--- config.mk ---
export PLATFORM = sky130hd
export DESIGN_NAME = cga_isa_regs
export DESIGN_NICKNAME = d
export VERILOG_FILES = /design/src/rtl/cga_isa_regs.sv
export SDC_FILE = /design/constraint.sdc
export NUM_CORES = 1
export LEC_CHECK = 0
export ABC_AREA = 1
export ABC_CLOCK_PERIOD_IN_PS = 2600
export BUFFER_PORTS_ARGS = -buffer_cell sky130_fd_sc_hd__buf_2
export CAP_MARGIN = 30
export CORE_UTILIZATION = 50
export CTS_BUF_LIST = sky130_fd_sc_hd__clkbuf_4
export DETAILED_ROUTE_END_ITERATION = 16
export PLACE_DENSITY = 0.76
export SYNTH_ARGS = -nofsm -noshare
export SYNTH_HDL_FRONTEND = slang
export SYNTH_SLANG_ARGS = --single-unit
--- constraint.sdc ---
create_clock -name clk -period 2.6 [get_ports clk]
set_input_delay 0.26 -clock clk [delete_from_list [all_inputs] [get_ports clk]]
set_output_delay 0.26 -clock clk [all_outputs]
set_load 0.05 [all_outputs]
--- src/rtl/cga_isa_regs.sv ---
// ISA-side register front end for the CGA/MDA/Tandy video path: I/O decode, mode/color
// registers, CRTC strobes, status port, optional Tandy palette, memory wait states and blink.
module cga_isa_regs #(
   parameter logic [15:0] IO_BASE_ADDR     = 16'h3D0,
   parameter int          TANDY_EN         = 0,
   parameter int          USE_BUS_WAIT     = 1,
   parameter logic [4:0]  WAIT_SLOT_A      = 5'd17,
   parameter logic [4:0]  WAIT_SLOT_B      = 5'd20,
   parameter logic [7:0]  WAIT_TIMEOUT     = 8'd64,
   parameter int          BLINK_FROM_VSYNC = 0,
   parameter logic [23:0] BLINK_MAX        = 24'd0,
   parameter logic [4:0]  BLINK_FRAMES     = 5'd8
) (
   input  logic        clk,
   input  logic        reset,
   input  logic [15:0] bus_a,
   input  logic        bus_aen,
   input  logic        bus_ior_l,
   input  logic        bus_iow_l,
   input  logic        bus_memr_l,
   input  logic        bus_memw_l,
   input  logic        bus_mem_cs,
   input  logic [7:0]  bus_d,
   output logic [7:0]  bus_out,
   output logic        bus_dir,
   output logic        bus_rdy,
   input  logic [4:0]  clk_seq,
   input  logic        vsync_l,
   input  logic        display_enable,
   input  logic [7:0]  crtc_data,
   input  logic        splashscreen,
   output logic        crtc_cs,
   output logic        crtc_wr,
   output logic        crtc_rd,
   output logic [7:0]  control_reg,
   output logic [7:0]  color_reg,
   input  logic [3:0]  pal_idx,
   output logic [3:0]  pal_out,
   output logic        blink
);

   localparam logic [15:0] CTRL_ADDR   = IO_BASE_ADDR + 16'h0008;
   localparam logic [15:0] COLOR_ADDR  = IO_BASE_ADDR + 16'h0009;
   localparam logic [15:0] STATUS_ADDR = IO_BASE_ADDR + 16'h000A;
   localparam logic [15:0] TDATA_ADDR  = IO_BASE_ADDR + 16'h000E;
   localparam logic [12:0] CRTC_PAGE   = IO_BASE_ADDR[15:3];

   // ---------------------------------------------------------------- decode
   logic io_en;
   logic ctrl_cs;
   logic color_cs;
   logic status_cs;

   assign io_en     = ~bus_aen;
   assign crtc_cs   = io_en & (bus_a[15:3] == CRTC_PAGE);
   assign ctrl_cs   = io_en & (bus_a == CTRL_ADDR);
   assign color_cs  = io_en & (bus_a == COLOR_ADDR);
   assign status_cs = io_en & (bus_a == STATUS_ADDR);

   // ---------------------------------------------------------- synchronisers
   // strobe vector bit order: {ior, iow, memr, memw}
   logic [3:0] strb_raw;
   logic [3:0] strb_meta_reg;
   logic [3:0] strb_sync_reg;
   logic [1:0] io_prev_reg;
   logic       vs_meta_reg;
   logic       vs_sync_reg;
   logic       de_meta_reg;
   logic       de_sync_reg;

   assign strb_raw = {bus_ior_l, bus_iow_l, bus_memr_l, bus_memw_l};

   always_ff @(posedge clk or posedge reset) begin
      if (reset) begin
         strb_meta_reg <= 4'hF;
         strb_sync_reg <= 4'hF;
         io_prev_reg   <= 2'b11;
         vs_meta_reg   <= 1'b1;
         vs_sync_reg   <= 1'b1;
         de_meta_reg   <= 1'b0;
         de_sync_reg   <= 1'b0;
      end else begin
         strb_meta_reg <= strb_raw;
         strb_sync_reg <= strb_meta_reg;
         io_prev_reg   <= strb_sync_reg[3:2];
         vs_meta_reg   <= vsync_l;
         vs_sync_reg   <= vs_meta_reg;
         de_meta_reg   <= display_enable;
         de_sync_reg   <= de_meta_reg;
      end
   end

   // Falling edges of the synced strobes fire once per access however long it is held.
   logic ior_fall;
   logic iow_fall;

   assign ior_fall = io_prev_reg[1] & ~strb_sync_reg[3];
   assign iow_fall = io_prev_reg[0] & ~strb_sync_reg[2];

   // ------------------------------------------------------ register file
   always_ff @(posedge clk or posedge reset) begin
      if (reset) begin
         control_reg <= 8'h28;
         color_reg   <= 8'h00;
         crtc_wr     <= 1'b0;
         crtc_rd     <= 1'b0;
      end else begin
         if (iow_fall && ctrl_cs) begin
            control_reg <= bus_d;
         end
         if (iow_fall && color_cs) begin
            color_reg <= bus_d;
         end
         crtc_wr <= iow_fall & crtc_cs;
         crtc_rd <= ior_fall & crtc_cs;
      end
   end

   // --------------------------------------------------- palette / Tandy
   generate
      if (TANDY_EN != 0) begin : g_tandy
         logic [4:0] idx_reg;
         logic [3:0] palette_reg [16];
         logic       tdata_cs;
         logic       pal_we;

         assign tdata_cs = io_en & (bus_a == TDATA_ADDR);
         // Only indices 10h-1Fh address the palette; everything else is dropped.
         assign pal_we   = iow_fall & tdata_cs & idx_reg[4];

         always_ff @(posedge clk or posedge reset) begin
            if (reset) begin
               idx_reg <= 5'd0;
            end else if (iow_fall && status_cs) begin
               idx_reg <= bus_d[4:0];
            end
         end

         always_ff @(posedge clk or posedge reset) begin
            if (reset) begin
               for (int i = 0; i < 16; i++) begin
                  palette_reg[i] <= 4'(i);
               end
               pal_out <= 4'd0;
            end else begin
               if (pal_we) begin
                  palette_reg[idx_reg[3:0]] <= bus_d[3:0];
               end
               pal_out <= palette_reg[pal_idx];
            end
         end
      end else begin : g_identity
         always_ff @(posedge clk or posedge reset) begin
            if (reset) begin
               pal_out <= 4'd0;
            end else begin
               pal_out <= pal_idx;
            end
         end
      end
   endgenerate

   // --------------------------------------------------------- read path
   logic [7:0] status_val;

   assign status_val = {4'b1111, vs_sync_reg, 2'b10, ~de_sync_reg};
   assign bus_dir    = (crtc_cs | status_cs) & ~bus_ior_l;

   always_comb begin
      bus_out = 8'h00;
      if (status_cs) begin
         bus_out = status_val;
      end else if (crtc_cs && bus_a[0]) begin
         bus_out = crtc_data;
      end
   end

   // ------------------------------------------------- wait-state machine
   typedef enum logic [1:0] {
      W_IDLE = 2'd0,
      W_A    = 2'd1,
      W_B    = 2'd2,
      W_DONE = 2'd3
   } wait_state_t;

   wait_state_t state_reg;
   wait_state_t state_next;
   logic [7:0]  tmo_reg;
   logic [7:0]  tmo_next;
   logic        memsel;
   logic        tmo_hit;

   assign memsel  = bus_mem_cs & (~strb_sync_reg[1] | ~strb_sync_reg[0]);
   assign tmo_hit = ((tmo_reg + 8'd1) == WAIT_TIMEOUT);

   always_ff @(posedge clk or posedge reset) begin
      if (reset) begin
         state_reg <= W_IDLE;
         tmo_reg   <= 8'd0;
      end else begin
         state_reg <= state_next;
         tmo_reg   <= tmo_next;
      end
   end

   // Ready is combinational so it drops in the same cycle memsel rises.
   always_comb begin
      state_next = state_reg;
      tmo_next   = tmo_reg;
      bus_rdy    = 1'b1;
      case (state_reg)
         W_IDLE: begin
            tmo_next = 8'd0;
            bus_rdy  = ~memsel;
            if (memsel) state_next = W_A;
         end
         W_A: begin
            bus_rdy  = 1'b0;
            tmo_next = tmo_reg + 8'd1;
            if (!memsel)                       state_next = W_IDLE;
            else if (tmo_hit)                  state_next = W_DONE;
            else if (clk_seq == WAIT_SLOT_A)   state_next = W_B;
         end
         W_B: begin
            bus_rdy  = 1'b0;
            tmo_next = tmo_reg + 8'd1;
            if (!memsel)                       state_next = W_IDLE;
            else if (tmo_hit)                  state_next = W_DONE;
            else if (clk_seq == WAIT_SLOT_B)   state_next = W_DONE;
         end
         default: begin
            tmo_next = 8'd0;
            if (!memsel) state_next = W_IDLE;
         end
      endcase
      if (USE_BUS_WAIT == 0) begin
         state_next = W_IDLE;
         tmo_next   = 8'd0;
         bus_rdy    = 1'b1;
      end
   end

   // ------------------------------------------------------------- blink
   generate
      if (BLINK_FROM_VSYNC != 0) begin : g_blink_frames
         logic       vs_prev_reg;
         logic [4:0] frame_cnt_reg;
         logic       vs_fall;

         assign vs_fall = vs_prev_reg & ~vs_sync_reg;

         always_ff @(posedge clk or posedge reset) begin
            if (reset) begin
               vs_prev_reg   <= 1'b1;
               frame_cnt_reg <= 5'd0;
               blink         <= 1'b0;
            end else begin
               vs_prev_reg <= vs_sync_reg;
               if (!splashscreen && vs_fall) begin
                  if ((frame_cnt_reg + 5'd1) == BLINK_FRAMES) begin
                     frame_cnt_reg <= 5'd0;
                     blink         <= ~blink;
                  end else begin
                     frame_cnt_reg <= frame_cnt_reg + 5'd1;
                  end
               end
            end
         end
      end else begin : g_blink_free
         logic [23:0] blink_cnt_reg;

         always_ff @(posedge clk or posedge reset) begin
            if (reset) begin
               blink_cnt_reg <= 24'd0;
               blink         <= 1'b0;
            end else if (!splashscreen) begin
               if (blink_cnt_reg == BLINK_MAX) begin
                  blink_cnt_reg <= 24'd0;
                  blink         <= ~blink;
               end else begin
                  blink_cnt_reg <= blink_cnt_reg + 24'd1;
               end
            end
         end
      end
   endgenerate

endmodule
# Yosys cells after proc, flatten, opt, wreduce, memory -nomap -nowiden
# Index checks and enable logic that the tools add are counted.
[totals]
latchBits = 0
output_inout_bits = 34
romBits = 0
input_bits = 52
elab_cells = 75
ff_bits = 71
mem_count = 0
ramBits = 0
[classes]
reduce_logical = 8
add_sub_neg = 2
n_eq_ne = 13
n_bitwise = 22
n_shift = 0
muxes = 14
magnitude_cmp = 0
mul = 0
n_div = 0
[ops]
columns = ["operator", "count"]
rows = [
  ["$eq A16 B10 Y1 const B", 3],
  ["$add A24 B1 Y24 const B", 1],
  ["$logic_not A24 Y1", 1],
  ["$mux W24", 1],
  ["$mux W8", 3],
  ["$mux W2", 8],
  ["$eq A13 B7 Y1 const B", 1],
  ["$and A1 B1 Y1", 10],
  ["$eq A5 B5 Y1 const B", 2],
  ["$not A1 Y1", 10],
  ["$add A8 B1 Y8 const B", 1],
  ["$eq A8 B7 Y1 const B", 1],
  ["$ne A4 B4 Y1 const B", 2],
  ["$pmux W2 S3", 1],
  ["$ne A4 B1 Y1 const B", 1],
  ["$reduce_and A4 Y1", 1],
  ["$logic_and A1 B1 Y1", 3],
  ["$eq A2 B1 Y1 const B", 1],
  ["$eq A2 B2 Y1 const B", 1],
  ["$logic_not A2 Y1", 1],
  ["$ne A2 B2 Y1 const B", 1],
  ["$or A1 B1 Y1", 2],
  ["$pmux W1 S2", 1],
  ["$reduce_and A2 Y1", 1],
  ["$reduce_or A2 Y1", 1],
]

# Logic depth before layout (Yosys ltp)
[depth]
word_depth = 5
ltp_mapped = 11
ltp_nobuf = 11

# Worst setup path before layout
# No wires, ideal clock.
[synth_timing]
path_kind = "in2out"
startpoint = "input bus_a[15]"
endpoint = "output bus_out[3]"
setup_slack_ns = 0.235
required_time_ns = 2.340
path_stages = 5
t_arrival_ns = 2.105
n_path_buf = 0
path_cell_list = "nor2_1 > nand2_1 > nor3_4 > nand4_2 > o21ai_0"
[synth_between]
elab_chain_cells = 5
word_cells_on_any_way = 7
classes_between = "eq/ne (2); mux (2); bitwise (2); reduce/logical (1)"
[synth_lines]
columns = ["item", "line_no", "text"]
rows = [
  ["from (decl)", "16", "input logic [15:0] bus_a,"],
  ["$eq A13 B7 Y1", "55", "assign crtc_cs = io_en & (bus_a[15:3] == CRTC_PAGE);"],
  ["$and A1 B1 Y1", "55", ""],
  ["$logic_and A1 B1 Y1", "173", "end else if (crtc_cs && bus_a[0]) begin"],
  ["$mux W8", "173", ""],
  ["$mux W8 *", "171", "if (status_cs) begin"],
  ["to (decl)", "24", "output logic [7:0] bus_out,"],
]
# Every way passes the cells marked *; elsewhere a longest branch is shown, timed or not.

# Worst setup path in the final report
[layout_timing]
startpoint = "input bus_a[5]"
endpoint = "output bus_out[5]"
# Same word-level chain as after synthesis.

==> results by group <==
Run status
  – Status: finished clean

Synth
  – Synthesized netlist net count: 457
  – YS warnings: 0
  – Number of cells produced by synthesis: 398
  – Post-synthesis register bit count: 71
  – Proportion of synthesized chip area in sequential cells: 51.4%
  – Number of enable-type register cells in the synthesized netlist: 0
  – Post-Synthesis Cell Area: 0.00349 mm^2
  – Number of distinct standard cells referenced by the synthesized netlist: 39
  – Ys flop type: dfrtp_1
  – Asr flop ratio synth: 100%
  – Avg Inst Size Synth: 8.76 um^2

CTS
  – Htree depth: 3
  – CTS buffer count: 9
  – CTS Buffer Depth: 2
  – Clock tree from TritonCTS: built
  – Later-pin clock latency in the skew report: 0.41 ns
  – Clock Tree Root: clkbuf_4
  – Number of clock sinks seen by CTS: 71
  – Clock-pin slew of the registers on the worst-case setup and hold paths: 0.12 ns

Floorplanning
  – Floorplan core area: 0.00676 mm^2
  – Die width: 85.5 um
  – Initial core utilization: 51.6%
  – Area enclosed by the die boundary: 0.00731 mm^2
  – Count of boundary I/O pins: 86
  – Chip height: 85.5 um
  – Std-Cell Rows: 30

Final layout
  – Max reg flops: 24
  – # diodes: 0
  – Fin util: 63.1%
  – Non-Filler Cell Area, Final: 0.00426 mm^2
  – Ratio of cells with drive above 1 in the final layout: 28.7%
  – Fin nets: 562
  – Number of fill cells: 585
  – Area added between synthesis and finish: 22.2%

Worst setup path
  – CP Capture Type: output port
  – Arrival @ worst endpoint: 1.70 ns
  – Required @ worst endpoint: 2.34 ns
  – Critical path class: in2out
  – Type of origin of the critical path: input port
  – Critical Path Fanout Max: 8
  – Path depth of the worst reg2reg path: 10

Timing
  – Final period utilization: 75.5%
  – Final worst hold slack: 0.0601 ns
  – Worst slew margin relative to its limit: 75.2%
  – Sum Neg Setup Slack: 0 ns
  – Setup repair after global routing missed its margin: no
  – Count of pins over their slew limit: 0
  – Actual slew at the worst max-slew pin: 0.368 ns
  – Peak clock frequency supported by timing: 510 MHz
  – Post-route minimum period: 1.96 ns
  – Count of final hold-check violations: 0
  – Number of setup violations in the final report: 0
  – Post-layout worst setup margin: 0.638 ns
  – Clock skew: 0.00659 ns

Global routing
  – Global-route wire length before repair: 12.1 mm
  – Vias in the first global route: 2794
  – Maximum number of pins on one net before global-route repair: 72
  – Global-route usage over all layers: 21.0%
  – Number of antenna violations at the first check in global routing: 0
  – Remaining Overflow, GRT: 0

Drt
  – Mean number of vias per cell: 4.93
  – Count of routing violations after the opening detailed-route iteration: 131
  – Total number of vias: 2897
  – Total wirelength of the detailed-routed design: 7.03 mm
  – Number of detailed-routing iterations run before antenna repair: 5
  – Detailed-route wire length per cell: 11.9 um
  – Drt drc: 0
  – Final ANT Viol Nets: 0

Pwr
  – Power density of the placed cells: 613 mW/mm^2
  – Maximum resistive drop on vdd: 0.000382 V
  – Leakage power total: 2.36 nW

Placement
  – Cell area reported after detailed placement: 0.00401 mm^2
  – Routability congestion estimate from global placement: 0.841
  – Pre-CTS setup slack: 0.648 ns
  – Detailed Place HPWL: 5.13 mm
  – Count of input and output buffers: 85

Worst hold path
  – Number of cells on the worst hold path: 3
  – Min-delay worst type: in2reg

Flow run
  – Maxcap violations: 0
[through the flow]
stage / instances / power, mW
2_1_floorplan: 398 / 1.75
3_5_place_dp: 561 / 1.92
4_1_cts: 588 / 2.65
5_1_grt: 588 / 2.79
6_report: 588 / 2.61
3_3_place_gp: 561 / 1.89
[cells by family (layout without fill, tap and decap cells)]
logic type	after synthesis	in the layout	share of synthesized area (%)
buffers and inverters	79	189	8.75
AO/OA/AOI/OAI	39	39	6.28
AND/OR/NAND/NOR	184	184	26.3
flip-flops	71	71	51.4
XOR/XNOR	18	18	4.73
adder cells (fa/ha/maj)	7	7	2.51
[cell usage in the layout, fill, tap and decap left out, types with 2 or more instances in the layout]
cell / count
buf_2: 85
nand2_1: 72
inv_1: 71
dfrtp_1: 57
nor2_1: 39
nand3_1: 29
dfstp_2: 14
xor2_1: 12
o21ai_0: 12
nand4_1: 11
a21oi_1: 11
dlygate4sd3_1: 11
clkbuf_4: 9
o21ai_1: 8
ha_1: 7
nor2_2: 6
nor4_1: 5
xnor2_1: 5
inv_2: 4
nand3_2: 4
nor3_4: 3
nor3_1: 3
a21oi_2: 3
nand2_2: 2
clkinv_1: 2
nor2_4: 2
or2_2: 2
clkinvlp_4: 2
inv_6: 2
[routing by layer]
metal  up-vias  global-route usage (%)  routed length [um]
li1       1472                       -                   -
met1      1341                    25.7                3150
met2        70                    35.7                3480
met3        14                    4.14                 266
met4         0                    10.3                 130
met5         -                       0                   0
[cells in the mapped netlist (all sizes together) (2+ instances only)]
cell type  count  share of area (%)
inv           75                8.1
nand2         74                8.1
dfrtp         57                 41
nor2          47                5.9
nand3         33                5.3
o21ai         20                2.9
a21oi         14                2.3
dfstp         14                 11
nand4         13                2.9
xor2          12                3.0
ha             7                2.5
nor3           7                2.1
xnor2          6                1.7
nor4           5               0.90
or2            4               0.79
buf            2               0.47
[worst paths after layout]
| check | slack (ns) | startpoint | endpoint |
|---|---|---|---|
| setup / recovery | 0.64 | bus_a[5] | bus_out[5] |
| hold / removal | 0.06 | bus_d[3] | control_reg[3] |
| setup reg to reg | 0.79 | tmo_reg[0] | state_reg[0] |
| hold reg to reg | 0.36 | vs_meta_reg | vs_sync_reg |
| max in group asynchronous | 1.81 | reset | vs_sync_reg |
| min in group asynchronous | 0.47 | reset | state_reg[1] |
[area by class of cell]
cell class	instances	area, um^2	area share [%]
sequential	71	1790	42.1
multi-input combinational	248	1390	32.6
timing repair buffer	97	556	13.0
inverter	76	285	6.69
tap	80	100	2.35
clock inverter	7	71.3	1.67
clock buffer	9	67.6	1.58
[worst max-delay path: stages]
cell	delay, ns
buf_2	0.10
inv_1	0.05
nand4_1	0.12
nor3_4	0.38
nand4_2	0.25
o21ai_0	0.24
buf_2	0.30
[timing repair]
action                    in CTS  in global routing
resized for setup              0                  0
hold endpoints to repair      67                  0
setup buffers                  0                  0
hold buffers                  11                  0
[where the power goes]
group	switching, mW	internal, mW
Combinational	0.357	0.215
Sequential	0.123	1.22
Clock	0.407	0.295
Total	0.887	1.73
(Power assumes the default switching activity.)
